File: src/rtl/rapid_pkg.sv
// Shared definitions for the writeback path.
//   XLEN     : register width
//   wb_req_t : one writeback request {valid, rd, data}
package rapid_pkg;

  localparam int XLEN = 32;

  typedef struct packed {
    logic            valid;
    logic [4:0]      rd;
    logic [XLEN-1:0] data;
  } wb_req_t;

endpackage

File: src/rtl/rr_arbiter.sv
// Round-robin grant logic, purely combinational.
// Ports:
//   req   : request vector, one bit per requester
//   ptr   : index where the priority search starts (must be < NUM_REQ)
//   grant : one-hot grant, zero when no request is pending
module rr_arbiter #(
  parameter int NUM_REQ = 3,
  parameter int PTR_W   = (NUM_REQ > 1) ? $clog2(NUM_REQ) : 1
) (
  input  logic [NUM_REQ-1:0] req,
  input  logic [PTR_W-1:0]   ptr,
  output logic [NUM_REQ-1:0] grant
);

  always_comb begin
    int   idx;
    logic found;
    grant = '0;
    found = 1'b0;
    idx   = 0;
    // Walk the requesters starting at ptr, wrapping modulo NUM_REQ;
    // the first pending one wins.
    for (int i = 0; i < NUM_REQ; i++) begin
      idx = int'(ptr) + i;
      if (idx >= NUM_REQ) idx = idx - NUM_REQ;
      if (!found && req[idx]) begin
        grant[idx] = 1'b1;
        found      = 1'b1;
      end
    end
  end

endmodule

File: src/rtl/regfile_wb_arbiter.sv
// Register-file writeback arbiter: picks one of NUM_REQ writeback sources
// per cycle (round-robin) and presents it to the register file one cycle
// later. Requests to x0 are consumed and counted instead of written.
// Optional feature macro: REGFILE_WB_FWD_EN adds forwarding-hit compares.
// Ports:
//   i_clk, i_reset            : clock, synchronous active-high reset
//   i_req_valid/rd/data       : per-requester writeback request
//   o_req_ready               : per-requester one-hot grant
//   o_wb_valid, o_rd, o_rd_data : registered write port (zero when idle)
//   o_drop_cnt                : saturating count of rd=0 handshakes
//   i_rs1, i_rs2, o_fwd_rs1_hit, o_fwd_rs2_hit : forwarding (macro only)
module regfile_wb_arbiter
  import rapid_pkg::*;
#(
  parameter int NUM_REQ = 3
) (
  input  logic                           i_clk,
  input  logic                           i_reset,
  input  logic [NUM_REQ-1:0]             i_req_valid,
  input  logic [NUM_REQ-1:0][4:0]        i_req_rd,
  input  logic [NUM_REQ-1:0][XLEN-1:0]   i_req_data,
  output logic [NUM_REQ-1:0]             o_req_ready,
  output logic [4:0]                     o_rd,
  output logic [XLEN-1:0]                o_rd_data,
  output logic                           o_wb_valid,
  output logic [15:0]                    o_drop_cnt
`ifdef REGFILE_WB_FWD_EN
  ,
  input  logic [4:0]                     i_rs1,
  input  logic [4:0]                     i_rs2,
  output logic                           o_fwd_rs1_hit,
  output logic                           o_fwd_rs2_hit
`endif
);

  localparam int PTR_W = (NUM_REQ > 1) ? $clog2(NUM_REQ) : 1;

  function automatic logic [15:0] sat_inc16(input logic [15:0] v);
    return (v == 16'hFFFF) ? v : v + 16'd1;
  endfunction

  logic [PTR_W-1:0]   rr_ptr_p0;
  logic [PTR_W-1:0]   rr_ptr_nxt;
  logic [NUM_REQ-1:0] grant_p0;
  wb_req_t            sel_p0;
  logic [15:0]        drop_cnt;
  logic               vld_p1;
  logic [4:0]         rd_p1;
  logic [XLEN-1:0]    data_p1;

  // ---- stage p0: arbitration (combinational) ----
  // Masking with reset keeps ready low, so no handshake happens in reset.
  rr_arbiter #(
    .NUM_REQ (NUM_REQ),
    .PTR_W   (PTR_W)
  ) u_rr (
    .req   (i_req_valid & {NUM_REQ{~i_reset}}),
    .ptr   (rr_ptr_p0),
    .grant (grant_p0)
  );

  assign o_req_ready = grant_p0;

  always_comb begin
    rr_ptr_nxt = rr_ptr_p0;
    sel_p0     = '0;
    for (int k = 0; k < NUM_REQ; k++) begin
      if (grant_p0[k]) begin
        rr_ptr_nxt   = (k == NUM_REQ - 1) ? '0 : PTR_W'(k + 1);
        sel_p0.valid = 1'b1;
        sel_p0.rd    = i_req_rd[k];
        sel_p0.data  = i_req_data[k];
      end
    end
  end

  always_ff @(posedge i_clk) begin
    if (i_reset) begin
      rr_ptr_p0 <= '0;
      drop_cnt  <= '0;
      vld_p1    <= 1'b0;
    end else begin
      rr_ptr_p0 <= rr_ptr_nxt;
      vld_p1    <= sel_p0.valid && (sel_p0.rd != 5'd0);
      if (sel_p0.valid && (sel_p0.rd == 5'd0))
        drop_cnt <= sat_inc16(drop_cnt);
    end
  end

  // ---- stage p1: output register ----
  // Payload only loads on a handshake; the outputs are zero-gated by the
  // valid flag, so the payload itself needs no reset.
  always_ff @(posedge i_clk) begin
    if (sel_p0.valid) begin
      rd_p1   <= sel_p0.rd;
      data_p1 <= sel_p0.data;
    end
  end

  // Gating with i_reset drops a write that was registered in the cycle
  // just before reset asserted.
  assign o_wb_valid = vld_p1 & ~i_reset;
  assign o_rd       = o_wb_valid ? rd_p1   : 5'd0;
  assign o_rd_data  = o_wb_valid ? data_p1 : '0;
  assign o_drop_cnt = i_reset ? 16'd0 : drop_cnt;

`ifdef REGFILE_WB_FWD_EN
  assign o_fwd_rs1_hit = o_wb_valid && (o_rd == i_rs1) && (i_rs1 != 5'd0);
  assign o_fwd_rs2_hit = o_wb_valid && (o_rd == i_rs2) && (i_rs2 != 5'd0);
`endif

endmodule

File: config.mk
export PLATFORM = sky130hd
export DESIGN_NAME = regfile_wb_arbiter
export DESIGN_NICKNAME = d
export VERILOG_FILES = /design/src/rtl/rapid_pkg.sv /design/src/rtl/rr_arbiter.sv /design/src/rtl/regfile_wb_arbiter.sv
export SDC_FILE = /design/constraint.sdc
export NUM_CORES = 1
export LEC_CHECK = 0
export ABC_CLOCK_PERIOD_IN_PS = 3800
export BUFFER_PORTS_ARGS = -buffer_cell sky130_fd_sc_hd__buf_2
export CORE_MARGIN = 1.5
export CORE_UTILIZATION = 47
export CTS_CLUSTER_DIAMETER = 80
export DETAILED_ROUTE_END_ITERATION = 6
export HOLD_SLACK_MARGIN = 0.03
export PLACE_DENSITY = 0.87
export SETUP_SLACK_MARGIN = 0.2
export SYNTH_ARGS = -nofsm -noshare
export SYNTH_HDL_FRONTEND = slang
export SYNTH_SLANG_ARGS = --single-unit
File: constraint.sdc
create_clock -name i_clk -period 3.8 [get_ports i_clk]
set_clock_uncertainty 0.15 [all_clocks]
set_input_delay 0.19 -clock i_clk [delete_from_list [all_inputs] [get_ports i_clk]]
set_output_delay 0.19 -clock i_clk [all_outputs]
set_load 0.01 [all_outputs]
==> results of run 1 <==
synth_stat cells, types with 4 or more instances:
cell	count
mux2_1	6
buf_2	4
edfxtp_1	37
nand2b_1	5
dfxtp_1	19
nand2_1	42
nor2b_1	11
a311o_1	4
nor3_1	9
a31oi_1	32
nand3_2	9
mux2_4	9
and3_1	6
nand3_1	44
inv_1	11
nor2_1	54
clkbuf_1	22
nand4_1	6
and2_1	42
ha_1	5
worst paths after layout:
path	from	end	depth (start not counted)
max	rr_ptr_p0[0]	drop_cnt[3]	13
min	i_req_data[95]	data_p1[31]	3
max reg2reg	rr_ptr_p0[0]	drop_cnt[3]	13
min reg2reg	drop_cnt[12]	drop_cnt[12]	2
final cells by class:
type,instances,area (um^2)
Clock buffer,6,72.6
Clock inverter,2,38.8
Fill cell,635,2670
Inverter,14,52.6
Multi-Input combinational cell,313,1940
Sequential cell,56,1490
Tap cell,99,124
Timing Repair Buffer,183,943
flip-flops by register name, summed over array words and instances, names as in the netlist:
signal / flops
drop_cnt: 16
vld_p1: 1
rr_ptr_p0: 2
data_p1: 32
rd_p1: 5
cell families (layout without fill, tap and decap cells):
| logic type | Yosys count | after routing | share of synthesized area (%) |
|---|---|---|---|
| AOI/OAI and AO/OA | 51 | 51 | 10.1 |
| adders and majority gates | 5 | 5 | 1.74 |
| buffers and inverters | 43 | 205 | 5.15 |
| DFF | 56 | 56 | 41.5 |
| muxes | 21 | 21 | 7.52 |
| and+or+nand+nor | 236 | 236 | 34.0 |
placed cells by master (no fill, tap or decap), types with 3 or more instances in the layout:
master / netlist / routed
a311o_1: 4 / 4
a31oi_1: 32 / 32
and2_1: 42 / 42
and3_1: 6 / 6
buf_2: 4 / 172
buf_4: 1 / 10
clkbuf_8: 0 / 5
dfxtp_1: 19 / 19
edfxtp_1: 37 / 37
ha_1: 5 / 4
inv_1: 11 / 11
mux2_1: 6 / 6
mux2_2: 3 / 3
mux2_4: 9 / 9
nand2_1: 42 / 41
nand2b_1: 5 / 5
nand3_1: 44 / 43
nand3_2: 9 / 10
nand4_1: 6 / 6
nor2_1: 54 / 54
nor2b_1: 11 / 10
nor3_1: 9 / 9
o21ai_0: 3 / 3
critical path, stage by stage, from the launching register on:
cell and delay [ns]:
dfxtp_1 0.37, inv_1 0.08, ha_1 0.22, mux2i_1 0.13
o21a_1 0.20, nor2_1 0.25, mux2i_4 0.31, inv_2 0.13
a311o_1 0.35, a222oi_1 0.36, buf_4 0.19, clkbuf_4 0.22
nand3_2 0.09, mux2_4 0.31
where the power goes:
part           switching, mW  internal, mW  total [mW]
Combinational           1.41         0.764        2.17
Clock                  0.191         0.199       0.391
Sequential            0.0573          1.10        1.15
Total                   1.66          2.06        3.72
per-stage QoR:
step           util (%)  total power [mW]  setup slack, ns
6_report           63.6              3.72            0.347
5_1_grt            63.6              3.97            0.159
4_1_cts            63.3              3.66            0.413
3_5_place_dp       61.8              3.27            0.442
3_3_place_gp       61.8              3.20            0.504
2_1_floorplan         -              2.64            0.353
routing by layer:
metal / wire length (um) / vias to the layer above
li1: - / 1774
met1: 4220 / 1701
met2: 5330 / 147
met3: 588 / 10
met4: 125 / 0
met5: 0 / -
repair_timing:
item | 4_1_cts | 5_1_grt
hold buffers | 0 | 0
endpoints found under the setup margin | 0 | 7
gates resized for setup | 0 | 5
buffers inserted | 0 | 1
==> impl_metrics.yaml, run 1 <==
yosys:
  synth_top_cell_by_area: "edfxtp_1"
  async_flop_share_pct: 0
  syn-mean-instance-area_um2: 8.72
  synth_cells: 412
  seq_area_frac_synth_pct: 41.5
  synth_fp_nets: 533
  synth-seq-cells: 56
  yosys.area.top_type_share_pct: 30.9
  syn-cell-area_um2: 3590
  ys_types: 46
  yosys_warnings: 0
  synthTopCellsByArea: "edfxtp_1, dfxtp_1, and2_1"
  synth_edf_count: 37
  synth_top_flop_cell: "edfxtp_1"
sta:
  max_freq_mhz: 290
  slew_headroom_pct: 30.8
  setup_viol_count_final: 0
  period_minus_slack_ns: 3.45
  worst_slew_pin_slew_ns: 1.03
  slew_violations: 0
  rsz0062_at_grt: "no"
  hold_violations: 0
  setup-tns-final_ns: 0
  timing.final.crit_share_pct: 90.9
  hold_ws_ns: 0.0892
clock_network:
  root_buffer: "clkbuf_8"
  clockBufferDepth: 2
  clock_sinks: 56
  cts_tree: "yes"
  clk_latency_ns: 0.30
  htree_levels: 2
  clkTransAtPathRegs_ns: 0.10
  cts_buffers: 5
setup_path:
  cp.arrival_ns: 3.51
  cp-start-kind: "flop"
  cp.required_ns: 3.86
  worstPathMaxFanout: 12
  r2r_setup_slack_ns: 0.35
  endpoint_kind: "flop"
  worstSetupPathType: "reg -> reg"
cells_and_area:
  fin_nets: 694
  syn2layout_area_growth_pct: 29.7
  antennaDiodeCount: 0
  fin_area_um2: 4660
  fin_cells: 673
  layout-drive-gt1-share_pct: 38.7
global_route:
  use_met2_pct: 44.6
  track_usage_pct: 24.3
  antenna_found_initial: 0
  grt_max_degree: 67
  grt_pass1_vias: 3452
  met1_usage_pct: 29.2
  use_met3_pct: 3.70
  busiest_layer: "met2"
  grt-ovfl-total: 0
  grt_pass1_wl_um: 16100
power_and_ir_drop:
  leakage_nw: 2.13
  p_per_area_nw_per_um2: 797
  peakVddDrop_uv: 538
route:
  drc: 0
  ant_nets: 0
  drt_wl_total_um: 10300
  dr.pass1.iters: 5
  first_iter_violations: 192
  wire_per_inst_um: 15.3
  vias_per_cell: 5.40
  vias: 3632
place:
  dp_hpwl_um: 7600
  dpl-instance-area_um2: 4530
  port-buffer-count: 172
  post-place-cells: 663
  gp_congestion: 0.892
job:
  drv_cap: 0
floorplanning:
  core_um2: 7330
  dieWidth_um: 90.5
  die_y_um: 90.5
  ioPinCount: 173
  start_util_pct: 49.0
  fp.dieArea_um2: 8180
  num_rows: 31
run_status:
  status: "finished clean"
hold_path:
  hold_class: "in -> reg"
Power figures use the tool's default switching activity.
==> run 2: changes to the inputs <==
--- a/config.mk
+++ b/config.mk
@@ -6,14 +6,15 @@
 export NUM_CORES = 1
 export LEC_CHECK = 0
 export ABC_CLOCK_PERIOD_IN_PS = 3800
-export BUFFER_PORTS_ARGS = -buffer_cell sky130_fd_sc_hd__buf_2
 export CORE_MARGIN = 1.5
-export CORE_UTILIZATION = 47
+export CORE_UTILIZATION = 64
 export CTS_CLUSTER_DIAMETER = 80
 export DETAILED_ROUTE_END_ITERATION = 6
+export DONT_BUFFER_PORTS = 1
 export HOLD_SLACK_MARGIN = 0.03
-export PLACE_DENSITY = 0.87
+export PLACE_DENSITY = 0.86
 export SETUP_SLACK_MARGIN = 0.2
 export SYNTH_ARGS = -nofsm -noshare
 export SYNTH_HDL_FRONTEND = slang
+export SYNTH_HIERARCHICAL = 1
 export SYNTH_SLANG_ARGS = --single-unit
==> impl_metrics.yaml, run 2 <==
cells_and_area:
  reg_top3: "data_p1 (32), drop_cnt (16), rd_p1 (5)"
  regMostFlops: "data_p1"
  final_common_cell: "dlygate4sd3_1"
  fin_nets: 559
  layout_common_cells: "dlygate4sd3_1, nand2_1, and2_1, edfxtp_1, o21ai_0"
  fin_cells: 509
  final_util_pct: 87.4
  largest_reg_flops: 32
  layout-drive-gt1-share_pct: 21.6
  syn2layout_area_growth_pct: 30.3
  antennaDiodeCount: 0
setup_path:
  critPathMaxStageDelay_ns: 0.63
  crit_top_cell: "buf_6"
  worstPathMaxFanout: 8
  cp.arrival_ns: 3.76
  cp-start-kind: "flop"
  cp.required_ns: 3.84
  r2r_setup_slack_ns: 0.08
  reg2reg_from: "rr_ptr_p0[0]"
  cp-startpoint: "rr_ptr_p0[0]"
  endpoint_kind: "flop"
  path_cells: "inv_4 > ha_4 > buf_6 > and4bb_2 > a311o_1 > a32oi_1 > o21ai_2 > buf_6 > nand3b_1 > a21oi_2 > or4_4 > buf_4 > o21ai_0 > o41ai_1"
  worstSetupPathType: "reg -> reg"
  worst_path_max_delay_cell: "or4_4"
place:
  port-buffer-count: 0
  post-place-cells: 432
  gp_congestion: 0.953
  pre_cts_slack_ns: -0.000260
  dp_hpwl_um: 5920
clock_network:
  htree_levels: 2
  clkTransAtPathRegs_ns: 0.10
  cts_buffers: 5
  root_buffer: "clkbuf_8"
  clk_latency_ns: 0.31
  clock_sinks: 56
  clockBufferDepth: 2
  cts_tree: "yes"
sta:
  setup_viol_count_final: 0
  rsz0062_at_grt: "yes"
  max_freq_mhz: 269
  hold_ws_ns: 0.0302
  setup_slack_ns: 0.0800
  slew_violations: 0
  slew_headroom_pct: 21.3
  period_minus_slack_ns: 3.72
  timing.final.crit_share_pct: 97.9
  worst_slew_pin_slew_ns: 1.18
  hold_violations: 0
yosys:
  synth_common_cells: "nand2_1, and2_1, edfxtp_1, o21ai_0, a22oi_1"
  synth_top_cell_by_area: "edfxtp_1"
  yosys.area.top_type_share_pct: 32.0
  synth_cells: 378
  async_flop_share_pct: 0
  synth-seq-cells: 56
  synthTopCellsByArea: "edfxtp_1, dfxtp_1, a22oi_1"
  yosys_warnings: 6
  syn-mean-instance-area_um2: 9.18
  synth_fp_nets: 499
  synth_top_flop_cell: "edfxtp_1"
  yosysMostFrequentCell: "nand2_1"
  seq_area_frac_synth_pct: 43.0
  synth_edf_count: 37
  syn-cell-area_um2: 3470
  ys_types: 43
global_route:
  grt_max_degree: 62
  track_usage_pct: 32.6
  grt_pass1_vias: 3017
  grt_pass1_wl_um: 15100
  antenna_found_initial: 0
  grt-ovfl-total: 0
floorplanning:
  start_util_pct: 67.1
  dieWidth_um: 76.6
  die_y_um: 76.6
  ioPinCount: 173
  fp.dieArea_um2: 5870
  core_um2: 5170
  num_rows: 26
route:
  drt_wl_total_um: 11600
  first_iter_violations: 241
  ant_nets: 0
  drc: 0
  dr.pass1.iters: 5
  vias: 3502
  wire_per_inst_um: 22.9
  vias_per_cell: 6.88
power_and_ir_drop:
  power_mw: 2.52
  p_per_area_nw_per_um2: 558
  leakage_nw: 1.63
  peakVddDrop_uv: 603
job:
  drv_cap: 0
hold_path:
  min_from: "i_req_data[10]"
  hold_class: "in -> reg"
run_status:
  status: "finished clean"
[run 2: changes by cell type in the layout (fill, tap and decap cells not counted), moves of 32 or more]
cell	delta
buf_2	-172
dlygate4sd3_1	+52
nand3_1	-36
nor2_1	-34
a31oi_1	-32
[run 2: cells by family (layout without fill, tap and decap cells)]
| kind of cell | count (synthesis) | after routing | share of synthesized area [%] |
|---|---|---|---|
| muxes | 18 | 18 | 5.73 |
| buffers and inverters | 43 | 103 | 5.66 |
| DFF | 56 | 56 | 43.0 |
| adders and majority gates | 5 | 5 | 1.80 |
| AOI/OAI and AO/OA | 90 | 90 | 17.1 |
| and+or+nand+nor | 166 | 167 | 26.8 |
[run 2: worst max-delay path: cells and delay by family, from the launching register on]
family / cells / cell delay, ns
AO/OA/AOI/OAI: 6 / 1.34
AND/OR/NAND/NOR: 3 / 0.99
buffers and inverters: 4 / 0.54
flip-flops: 1 / 0.39
adder cells (fa/ha/maj): 1 / 0.18
[run 2: repair_timing]
item / 4_1_cts / 5_1_grt
setup buffers: 5 / 11
setup endpoints to repair: 39 / 26
cloned: 0 / 1
hold endpoints to repair: 51 / 0
pin swaps: 2 / 19
hold buffers: 52 / 0
gates resized for setup: 5 / 43
[run 2: cell type report]
class                      count  area, um^2
clock inverter                 2        10.0
inverter                      14        55.1
multi-input combinational    280        2040
timing repair buffer          81         749
tap                           70        87.6
clock buffer                   6        82.6
sequential                    56        1500
fill                         223         651
[run 2: per-layer routing]
metal	wire length [um]	up-vias	global-route usage, %	share of wire, %
li1	-	1477	-	-
met3	1180	81	8.62	10
met1	4070	1645	37.0	35
met5	0	-	0	0
met4	726	0	14.4	6.2
met2	5660	299	57.3	49
[run 2: report_power, final]
group | leakage [nW] | total (mW) | switching [mW] | internal [mW]
combinational | 1.05 | 1.18 | 0.744 | 0.437
clock | 0.0529 | 0.328 | 0.182 | 0.146
sequential | 0.528 | 1.01 | 0.0552 | 0.958
[run 2: per-stage QoR]
| step | cell area, um^2 | setup TNS [ns] |
|---|---|---|
| floorplan | 3480 | 0 |
| global placement | 3550 | 0 |
| global route | 4520 | 0 |
| detailed placement | 3550 | -0.000260 |
| finish | 4520 | 0 |
| CTS | 4240 | 0 |
[run 2: final timing paths]
kind | to | cells past startpoint
worst min-delay path | data_p1[10] | 2
worst max-delay path | drop_cnt[1] | 14
worst min register to register | drop_cnt[7] | 2
worst max register to register | drop_cnt[1] | 14
